===== src/rtl/decode_stage_pkg.sv =====
// decode_stage_pkg: datapath bounds, RV32I opcodes and immediate-format classification.
package decode_stage_pkg;
   localparam int MSB   = 31;
   localparam int LSB   = 0;
   localparam int XLEN  = MSB - LSB + 1;
   localparam int NREGS = 32;
   localparam logic [6:0] OP_IMM = 7'b0010011;
   localparam logic [6:0] OP     = 7'b0110011;
   localparam logic [6:0] LOAD   = 7'b0000011;
   localparam logic [6:0] STORE  = 7'b0100011;
   localparam logic [6:0] BRANCH = 7'b1100011;
   localparam logic [6:0] JAL    = 7'b1101111;
   localparam logic [6:0] JALR   = 7'b1100111;
   localparam logic [6:0] LUI    = 7'b0110111;
   localparam logic [6:0] AUIPC  = 7'b0010111;
   localparam logic [6:0] SYSTEM = 7'b1110011;
   localparam logic [6:0] FENCE  = 7'b0001111;
   typedef enum logic [2:0] {FMT_I, FMT_S, FMT_B, FMT_U, FMT_J, FMT_R, FMT_BAD} imm_fmt_e;
   function automatic imm_fmt_e fmt_of(input logic [6:0] op);
      case (op)
         OP_IMM, LOAD, JALR, SYSTEM: return FMT_I;
         STORE:                      return FMT_S;
         BRANCH:                     return FMT_B;
         LUI, AUIPC:                 return FMT_U;
         JAL:                        return FMT_J;
         OP, FENCE:                  return FMT_R;
         default:                    return FMT_BAD;
      endcase
   endfunction
endpackage


===== src/rtl/decode_stage_if.sv =====
// decode_stage_if: fetch, writeback and execute-side signals of the decode stage.
interface decode_stage_if;
   import decode_stage_pkg::*;
   logic            if_valid, if_ready, flush;
   logic [XLEN-1:0] if_instr, if_pc;
   logic            wb_we;
   logic [4:0]      wb_rd;
   logic [XLEN-1:0] wb_data;
   logic            ex_valid, ex_ready, illegal;
   logic [XLEN-1:0] idata, rv1, rv2, imm, pc;
   modport master (output if_valid, if_instr, if_pc, flush, wb_we, wb_rd, wb_data, ex_ready,
                   input  if_ready, ex_valid, idata, rv1, rv2, imm, pc, illegal);
   modport slave  (input  if_valid, if_instr, if_pc, flush, wb_we, wb_rd, wb_data, ex_ready,
                   output if_ready, ex_valid, idata, rv1, rv2, imm, pc, illegal);
endinterface


===== src/rtl/decode_stage_regfile_2r1w.sv =====
// regfile_2r1w: 32x32 register file, two combinational reads, one synchronous write, x0 reads zero.
// With DECODE_BYPASS_EN a same-cycle write is forwarded to the read ports.
module regfile_2r1w
   import decode_stage_pkg::*;
(
   input  logic            clk,
   input  logic            reset_n,
   input  logic            i_we,
   input  logic [4:0]      i_wa,
   input  logic [XLEN-1:0] i_wd,
   input  logic [4:0]      i_ra1,
   input  logic [4:0]      i_ra2,
   output logic [XLEN-1:0] o_rd1,
   output logic [XLEN-1:0] o_rd2
);
   logic [XLEN-1:0] r_mem [NREGS];
   logic            w_wr;
   assign w_wr = i_we && (i_wa != '0);
   always_ff @(posedge clk or negedge reset_n)
      if (!reset_n) r_mem <= '{default: '0};
      else if (w_wr) r_mem[i_wa] <= i_wd;
`ifdef DECODE_BYPASS_EN
   assign o_rd1 = (i_ra1 == '0) ? '0 : (w_wr && i_wa == i_ra1) ? i_wd : r_mem[i_ra1];
   assign o_rd2 = (i_ra2 == '0) ? '0 : (w_wr && i_wa == i_ra2) ? i_wd : r_mem[i_ra2];
`else
   assign o_rd1 = (i_ra1 == '0) ? '0 : r_mem[i_ra1];
   assign o_rd2 = (i_ra2 == '0) ? '0 : r_mem[i_ra2];
`endif
endmodule


===== src/rtl/decode_stage.sv =====
// decode_stage: RV32I decode with register-file read, immediate generation and a one-entry ID/EX register.
// Optional write-through bypass into the captured operands: DECODE_BYPASS_EN.
module decode_stage
   import decode_stage_pkg::*;
(
   input logic           clk,
   input logic           reset_n,
   decode_stage_if.slave bus
);
   logic [XLEN-1:0] w_i, w_imm, w_rd1, w_rd2;
   logic            w_ready, w_load;
   imm_fmt_e        w_fmt;
   logic            r_valid, r_illegal;
   logic [XLEN-1:0] r_idata, r_rv1, r_rv2, r_imm, r_pc;
   assign w_i     = bus.if_instr;
   assign w_fmt   = fmt_of(w_i[6:0]);
   assign w_ready = !bus.flush && (!r_valid || bus.ex_ready);
   assign w_load  = bus.if_valid && w_ready;
   regfile_2r1w u_rf (
      .clk     (clk),
      .reset_n (reset_n),
      .i_we    (bus.wb_we),
      .i_wa    (bus.wb_rd),
      .i_wd    (bus.wb_data),
      .i_ra1   (w_i[19:15]),
      .i_ra2   (w_i[24:20]),
      .o_rd1   (w_rd1),
      .o_rd2   (w_rd2)
   );
   always_comb begin
      w_imm = '0;
      case (w_fmt)
         FMT_I:   w_imm = {{20{w_i[31]}}, w_i[31:20]};
         FMT_S:   w_imm = {{20{w_i[31]}}, w_i[31:25], w_i[11:7]};
         FMT_B:   w_imm = {{19{w_i[31]}}, w_i[31], w_i[7], w_i[30:25], w_i[11:8], 1'b0};
         FMT_U:   w_imm = {w_i[31:12], 12'b0};
         FMT_J:   w_imm = {{11{w_i[31]}}, w_i[31], w_i[19:12], w_i[20], w_i[30:21], 1'b0};
         default: w_imm = '0;
      endcase
   end
   // flush outranks load; a stalled entry keeps every output bit-stable
   always_ff @(posedge clk or negedge reset_n)
      if (!reset_n) begin
         r_valid   <= 1'b0;
         r_illegal <= 1'b0;
         r_idata   <= '0;
         r_rv1     <= '0;
         r_rv2     <= '0;
         r_imm     <= '0;
         r_pc      <= '0;
      end else if (bus.flush) begin
         r_valid <= 1'b0;
      end else if (w_load) begin
         r_valid   <= 1'b1;
         r_illegal <= (w_fmt == FMT_BAD);
         r_idata   <= w_i;
         r_rv1     <= w_rd1;
         r_rv2     <= w_rd2;
         r_imm     <= w_imm;
         r_pc      <= bus.if_pc;
      end else if (bus.ex_ready) begin
         r_valid <= 1'b0;
      end
   assign bus.if_ready = w_ready;
   assign bus.ex_valid = r_valid;
   assign bus.illegal  = r_illegal;
   assign bus.idata    = r_idata;
   assign bus.rv1      = r_rv1;
   assign bus.rv2      = r_rv2;
   assign bus.imm      = r_imm;
   assign bus.pc       = r_pc;
endmodule


===== src/flat_wrapper.sv =====
// flat-port wrapper written by rule: the top's interface ports become plain ports
module decode_stage_flat import decode_stage_pkg::*;
  (clk, reset_n, bus_if_valid, bus_if_instr, bus_if_pc, bus_flush, bus_wb_we, bus_wb_rd, bus_wb_data, bus_ex_ready, bus_if_ready, bus_ex_valid, bus_idata, bus_rv1, bus_rv2, bus_imm, bus_pc, bus_illegal);
  decode_stage_if bus_i ();
  input logic clk;
  input logic reset_n;
  input wire logic [$bits(bus_i.if_valid)-1:0] bus_if_valid;
  input wire logic [$bits(bus_i.if_instr)-1:0] bus_if_instr;
  input wire logic [$bits(bus_i.if_pc)-1:0] bus_if_pc;
  input wire logic [$bits(bus_i.flush)-1:0] bus_flush;
  input wire logic [$bits(bus_i.wb_we)-1:0] bus_wb_we;
  input wire logic [$bits(bus_i.wb_rd)-1:0] bus_wb_rd;
  input wire logic [$bits(bus_i.wb_data)-1:0] bus_wb_data;
  input wire logic [$bits(bus_i.ex_ready)-1:0] bus_ex_ready;
  output wire logic [$bits(bus_i.if_ready)-1:0] bus_if_ready;
  output wire logic [$bits(bus_i.ex_valid)-1:0] bus_ex_valid;
  output wire logic [$bits(bus_i.idata)-1:0] bus_idata;
  output wire logic [$bits(bus_i.rv1)-1:0] bus_rv1;
  output wire logic [$bits(bus_i.rv2)-1:0] bus_rv2;
  output wire logic [$bits(bus_i.imm)-1:0] bus_imm;
  output wire logic [$bits(bus_i.pc)-1:0] bus_pc;
  output wire logic [$bits(bus_i.illegal)-1:0] bus_illegal;
  assign bus_i.if_valid = bus_if_valid;
  assign bus_i.if_instr = bus_if_instr;
  assign bus_i.if_pc = bus_if_pc;
  assign bus_i.flush = bus_flush;
  assign bus_i.wb_we = bus_wb_we;
  assign bus_i.wb_rd = bus_wb_rd;
  assign bus_i.wb_data = bus_wb_data;
  assign bus_i.ex_ready = bus_ex_ready;
  assign bus_if_ready = bus_i.if_ready;
  assign bus_ex_valid = bus_i.ex_valid;
  assign bus_idata = bus_i.idata;
  assign bus_rv1 = bus_i.rv1;
  assign bus_rv2 = bus_i.rv2;
  assign bus_imm = bus_i.imm;
  assign bus_pc = bus_i.pc;
  assign bus_illegal = bus_i.illegal;
  decode_stage u_core (.clk(clk), .reset_n(reset_n), .bus(bus_i));
endmodule

===== config.mk =====
export PLATFORM = sky130hd
export DESIGN_NAME = decode_stage_flat
export DESIGN_NICKNAME = d
export VERILOG_FILES = /design/src/rtl/decode_stage_pkg.sv /design/src/rtl/decode_stage_if.sv /design/src/rtl/decode_stage_regfile_2r1w.sv /design/src/rtl/decode_stage.sv /design/src/flat_wrapper.sv
export SDC_FILE = /design/constraint.sdc
export NUM_CORES = 2
export LEC_CHECK = 0
export CAP_MARGIN = 20
export CORE_ASPECT_RATIO = 1.4
export CORE_MARGIN = 4
export CORE_UTILIZATION = 30
export CTS_CLUSTER_SIZE = 16
export DETAILED_ROUTE_END_ITERATION = 7
export SLEW_MARGIN = 15
export SYNTH_ARGS = -nofsm -noshare
export SYNTH_HDL_FRONTEND = slang
export SYNTH_SLANG_ARGS = --single-unit

===== constraint.sdc =====
create_clock -name clk -period 2.1 [get_ports clk]
set_clock_uncertainty 0.15 [all_clocks]
set_input_delay 0.525 -clock clk [delete_from_list [all_inputs] [get_ports clk]]
set_output_delay 0.525 -clock clk [all_outputs]
set_load 0.05 [all_outputs]

; ---- After elaboration in Yosys (flattened, before gate mapping)
; Index checks and enable logic that the tools add are counted.
[op_classes]
order_cmp = 4
eq_ne = 16
n_mux = 16
bitwise_logic = 4
reduce_logical = 16
[ops]
columns = operator, n
row1 = bitwise mux 1024 bit, 1
row2 = binary-select mux 32 bit (select 5 bit), 2
row3 = 2-to-1 mux 32 bit, 7
row4 = demux 32 bit (select 5 bit), 1
row5 = case mux 32 bit (5 select lines), 1
row6 = "== test 7 bit, second input constant", 4
row7 = "== test 7 x 6 -> 1 bit, second input constant", 3
row8 = ">= comparator 6 bit, second input constant", 3
row9 = inverter 5 -> 6 bit, 3
row10 = case mux 3 bit (6 select lines), 1
row11 = "== test 7 x 5 -> 1 bit, second input constant", 2
row12 = logical NOT 5 bit, 2
row13 = "== test 7 x 2 -> 1 bit, second input constant", 1
row14 = "== test 7 x 4 -> 1 bit, second input constant", 1
row15 = "== test 3 x 2 -> 1 bit, second input constant", 2
row16 = "== test 3 bit, second input constant", 2
row17 = "< comparator 6 x 1 -> 1 bit, second input constant", 1
row18 = nonzero test 5 bit, 1
row19 = logical AND 1 bit, 4
row20 = OR reduction 2 bit, 2
row21 = OR reduction 4 bit, 1
row22 = "== test 3 x 1 -> 1 bit, second input constant", 1
row23 = logical NOT 3 bit, 1
row24 = 2-to-1 mux 1 bit, 3
row25 = 5 further kinds, 6
[word_totals]
register_bits = 1186
in_bits = 107
out_inout_bits = 163
word_cells = 95

; ---- Longest topological paths before layout
[depth]
ltp_word = 6
mapped_depth = 10
ltp_nobuf = 5

; ---- Cells and area by module
; A second synthesis with hierarchy kept.
[unflattened]
cells_unflattened = 4316
hier_area_um2 = 60867.1
[modules_own_cells]
columns = mod, n_inst, cells_each, area_each_um2, seq_area_each_um2
row1 = regfile_2r1w, 1, 3621, 54369.6, 25624.6
row2 = decode_stage, 1, 695, 6497.5, 4053.9

; ---- Least setup slack after synthesis
; No wires, ideal clock.
[synth_timing]
kind = in2reg
start = input bus_if_instr[22]
end = register u_core.r_rv2[29], in the netlist u_core.bus.rv2[29]
setup_ps = 145
arrival_ps = 1971
t_required_ps = 1805
slack_ps = -165
path_stages = 7
n_path_buf = 3
cell_sequence = buf_2 -> buf_2 -> clkbuf_1 -> mux4_2 -> mux2_2 -> a22oi_1 -> a32oi_1
[synth_between]
elab_chain_len = 5
word_cells_on_any_way = 6
cone_classes = mux: 4 / bitwise: 1 / reduce/logical: 1
[synth_lines]
columns = element, line
row1 = "start, declared", flat_wrapper.sv:8  ; input wire logic [$bits(bus_i.if_instr)-1:0] bus_if_instr;
row2 = inverter 5 -> 6 bit (not written as such), decode_stage_regfile_2r1w.sv:27  ; assign o_rd2 = (i_ra2 == '0) ? '0 : r_mem[i_ra2];
row3 = binary-select mux 32 bit (select 5 bit), decode_stage_regfile_2r1w.sv:27
row4 = 2-to-1 mux 32 bit (not written as such) (2 in series), decode_stage_regfile_2r1w.sv:27
row5 = 2-to-1 mux 32 bit *, decode_stage_regfile_2r1w.sv:27
row6 = "end signal, assigned", decode_stage.sv:58  ; r_rv2 <= w_rd2;
row7 = "end, declared", decode_stage.sv:14  ; logic [XLEN-1:0] r_idata, r_rv1, r_rv2, r_imm, r_pc;
; Every way passes the cells marked *; elsewhere a longest branch is shown, timed or not. The select of a mux whose other input is x is not followed.
; A chain may end at the register's enable or synchronous reset.

; ---- Worst setup path after layout
[layout_timing]
start = register u_core.r_valid, in the netlist u_core.bus.ex_valid
end = output bus_if_ready
[layout_between]
elab_chain_len = 3
[layout_lines]
columns = element, line
row1 = "start, declared", decode_stage.sv:13  ; logic r_valid, r_illegal;
row2 = "start signal, assigned", decode_stage.sv:44  ; r_valid <= 1'b0;
row3 = "start signal, assigned", decode_stage.sv:52  ; r_valid <= 1'b0;
row4 = "start signal, assigned", decode_stage.sv:54  ; r_valid <= 1'b1;
row5 = logical NOT 1 bit, decode_stage.sv:17  ; assign w_ready = !bus.flush && (!r_valid || bus.ex_ready);
row6 = logical OR 1 bit, decode_stage.sv:17
row7 = logical AND 1 bit, decode_stage.sv:17
row8 = "end, declared", flat_wrapper.sv:15  ; output wire logic [$bits(bus_i.if_ready)-1:0] bus_if_ready;
; No other way between the ends.

==> results_dict.tcl <==
set metrics [dict create \
    status "finished, violations left" \
    violations "negative setup slack" \
    synth_area_leaders "dfrtp_1 48%, mux2_2 19%, mux4_2 16%" \
    seq_area_sq_um 29700 \
    wirelength_mm 214 \
    cp_top_family "flip-flops" \
    hold_start "bus_if_instr[23]" \
    die_area_sq_um 212000 \
    grt_overflow 0 \
    dp_hpwl_mm 149 \
    cts_sinks 1186 \
    timing.critical_path.buf_inv 1 \
    netlist_area_sq_um 61500 \
    ir_worst_vdd_mv 0.815 \
    power.density_nw_per_um2 904 \
    start_util 0.302 \
    synth_top_family_by_area "multiplexers" \
    cp_max_fo 2 \
    r2r-start "u_core.u_rf.r_mem[401]$_DFFE_PN0P_" \
    synth_mux_area_frac 0.389 \
    synth_compound_area_frac 0.0562 \
    areaGrowthSynthToFinish_pct 24.5 \
    max_freq_mhz 461 \
    die_h_microns 544 \
    setup_viol 8 \
    drv_slew 0 \
    htree_levels 3 \
    ys_seq_elements 1186 \
    multi_input_area_sq_um 29800 \
    netlist-cell-type-count 63 \
    p_leak_nw 33.7 \
    antenna_found_initial 2 \
    postSynthCellCount 4304 \
    worst_ep_required_time_ns 1.42 \
    synth_fa_ha_area_frac 0 \
    clockRootBuffer "clkbuf_16" \
    rows 196 \
    drtPass1Iterations 5 \
    cp_slowest_stage_delay_ns 0.38 \
    numCtsBuffers 118 \
    grt_pass1_vias 43910 \
    tritoncts "yes" \
    clock_latency_ns 0.76 \
    timing_worst_setup_path_type "register to output port" \
    period_minus_slack_ns 2.17 \
    syn_nets 4411 \
    end_kind "output port" \
    die_x_microns 391 \
    grtUsageTotal 0.198 \
    tightestPinTransition_ns 0.606 \
    final_util 0.376 \
    core_sq_um 204000 \
    drive_gt1_frac 0.523 \
    grt_pass1_wl_mm 311 \
    worst_slack_ns -0.0697 \
    clock_path_buffers 3 \
    ys_dominant_reg_cell "dfrtp_1" \
    grt_max_degree 100 \
    synth-simple-area-share 0.0325 \
    initialDrtViolationCount 3520 \
    n_fill_cell 19107 \
    wl_per_cell_microns 28.1 \
    netlist.top_cell.by_area "dfrtp_1" \
    crit_chain "nor2b_4 > nor2_4 > buf_12" \
    design_area_sq_um 76500 \
    hold_ws_ns 0.0773 \
    drv_cap 0 \
    startpoint "u_core.bus.ex_valid$_DFFE_PN0P_" \
    placedInstanceArea_sq_um 72100 \
    port-buffer-count 269 \
    globalplace.congestion 0.847 \
    period_share 1.03 \
    synth_seq_area_share 0.483 \
    drc 0 \
    drtAntennaViolNets 0 \
    maxSlewHeadroom 0.594 \
    nNetsFinal 4945 \
    cp.arrival_ns 1.49 \
    synth-xor-area-share 0.000142 \
    cp-start-kind "register" \
    critPathSlowestCell "dfrtp_1" \
    synth_edf_count 0 \
    vias 41926 \
    hold_viol 0 \
    viasPerCell 5.51 \
    syn_avg_cell_area_sq_um 14.3 \
    hp-class "input port to register" \
    rsz0062_at_grt "yes" \
    clk_pin_slew_ns 0.06 \
    io_pins 270 \
    postSynth.asyncResetShare 1.00 \
    synth_top_area_frac 0.483 \
    synth-warning-count 0 \
]
per-layer routing:
metal  GRT usage  part of all wire  vias up
li1            -                 -    17388
met1       0.253              0.41    22481
met2       0.328              0.48     1634
met3      0.0384             0.068      423
met4      0.0808             0.044        0
met5           0                 0        -
metrics by stage:
step                      total power, mW  setup TNS [ns]  instances  worst slack (ns)
after floorplan                      40.6           -2.94       4304           -0.0799
after global placement               46.3         -659.15       7374             -1.04
after detailed placement             46.8         -635.40       7374            -0.942
after CTS                            69.6           -1.10       7605            -0.159
after global routing                 72.1          -0.852       7609            -0.145
final                                69.2          -0.241       7609           -0.0697
synthesized netlist by cell type (all sizes together), types with 13 or more instances:
cell type / count
a32oi: 28
mux4: 425
a22o: 82
a21oi: 92
clkbuf: 218
nor2b: 13
nand3: 13
o221ai: 40
o211ai: 14
o21ai: 66
nor2: 30
a22oi: 42
nand2: 359
buf: 247
mux2: 1101
a221oi: 38
mux2i: 192
dfrtp: 1186
power breakdown:
part,leakage (nW),switching (mW),internal [mW]
logic,16.5,7.23,9.02
clock network,2.02,9.62,12.8
registers,15.2,3.41,27.1
total,33.7,20.3,48.9
cells by family after synthesis:
| group | count (synthesis) |
|---|---|
| compound gates | 460 |
| simple gates | 470 |
| xor+xnor | 1 |
| buf+inv | 469 |
| mux | 1718 |
| flops | 1186 |
what timing repair did:
action / in CTS / in global routing
pin swaps: 1 / 4
setup buffers: 13 / 4
hold buffers: 1 / 0
resized for setup: 68 / 13
setup endpoints to repair: 174 / 119
hold endpoints to repair: 375 / 0
cell usage in the layout, fill, tap and decap left out, drive strengths merged, types with 10 or more instances in the layout:
cell and instances:
a21oi 92, inv 11, nor2b 13, clkdlybuf4s50 96, mux2i 192, a22o 82
buf 782, nand2 359, a32oi 28, mux2 1101, nor3 10, nand3 13
a221oi 38, clkinv 25, clkbuf 173, bufinv 10, o221ai 40, o21ai 66
dfrtp 1186, nand2b 11, a211o 11, nor2 30, o211ai 14, mux4 425
a22oi 42
worst min-delay path: stages:
cell	delay, ns
buf_4	0.15
o21ai_1	0.15
a32oi_1	0.10
worst paths after layout:
path	to	slack, ns	depth (start not counted)
max	bus_if_ready	-0.07	3
min	u_core.bus.rv2[11]$_DFFE_PN0P_	0.08	3
max reg2reg	u_core.bus.rv2[17]$_DFFE_PN0P_	0.06	6
min reg2reg	u_core.u_rf.r_mem[1012]$_DFFE_PN0P_	0.25	0
max in group asynchronous	u_core.bus.rv1[19]$_DFFE_PN0P_	0.76	4
min in group asynchronous	u_core.u_rf.r_mem[656]$_DFFE_PN0P_	0.11	2
registers in the layout, indices dropped and copies added, names as in the netlist:
signal / cells
u_core.bus.ex_valid: 1
u_core.bus.idata: 32
u_core.bus.illegal: 1
u_core.bus.imm: 32
u_core.bus.pc: 32
u_core.bus.rv1: 32
u_core.bus.rv2: 32
u_core.u_rf.r_mem: 1024
area by class of cell:
class / instances / share of cell area
Sequential cell: 1186 / 0.388
Clock inverter: 44 / 0.00731
Clock buffer: 173 / 0.0460
Multi-Input combinational cell: 2649 / 0.390
Antenna cell: 1 / 0.0000327
Tap cell: 2673 / 0.0437
Inverter: 4 / 0.000196
Timing Repair Buffer: 879 / 0.125
Note: power is estimated with default switching activity, not from simulation.
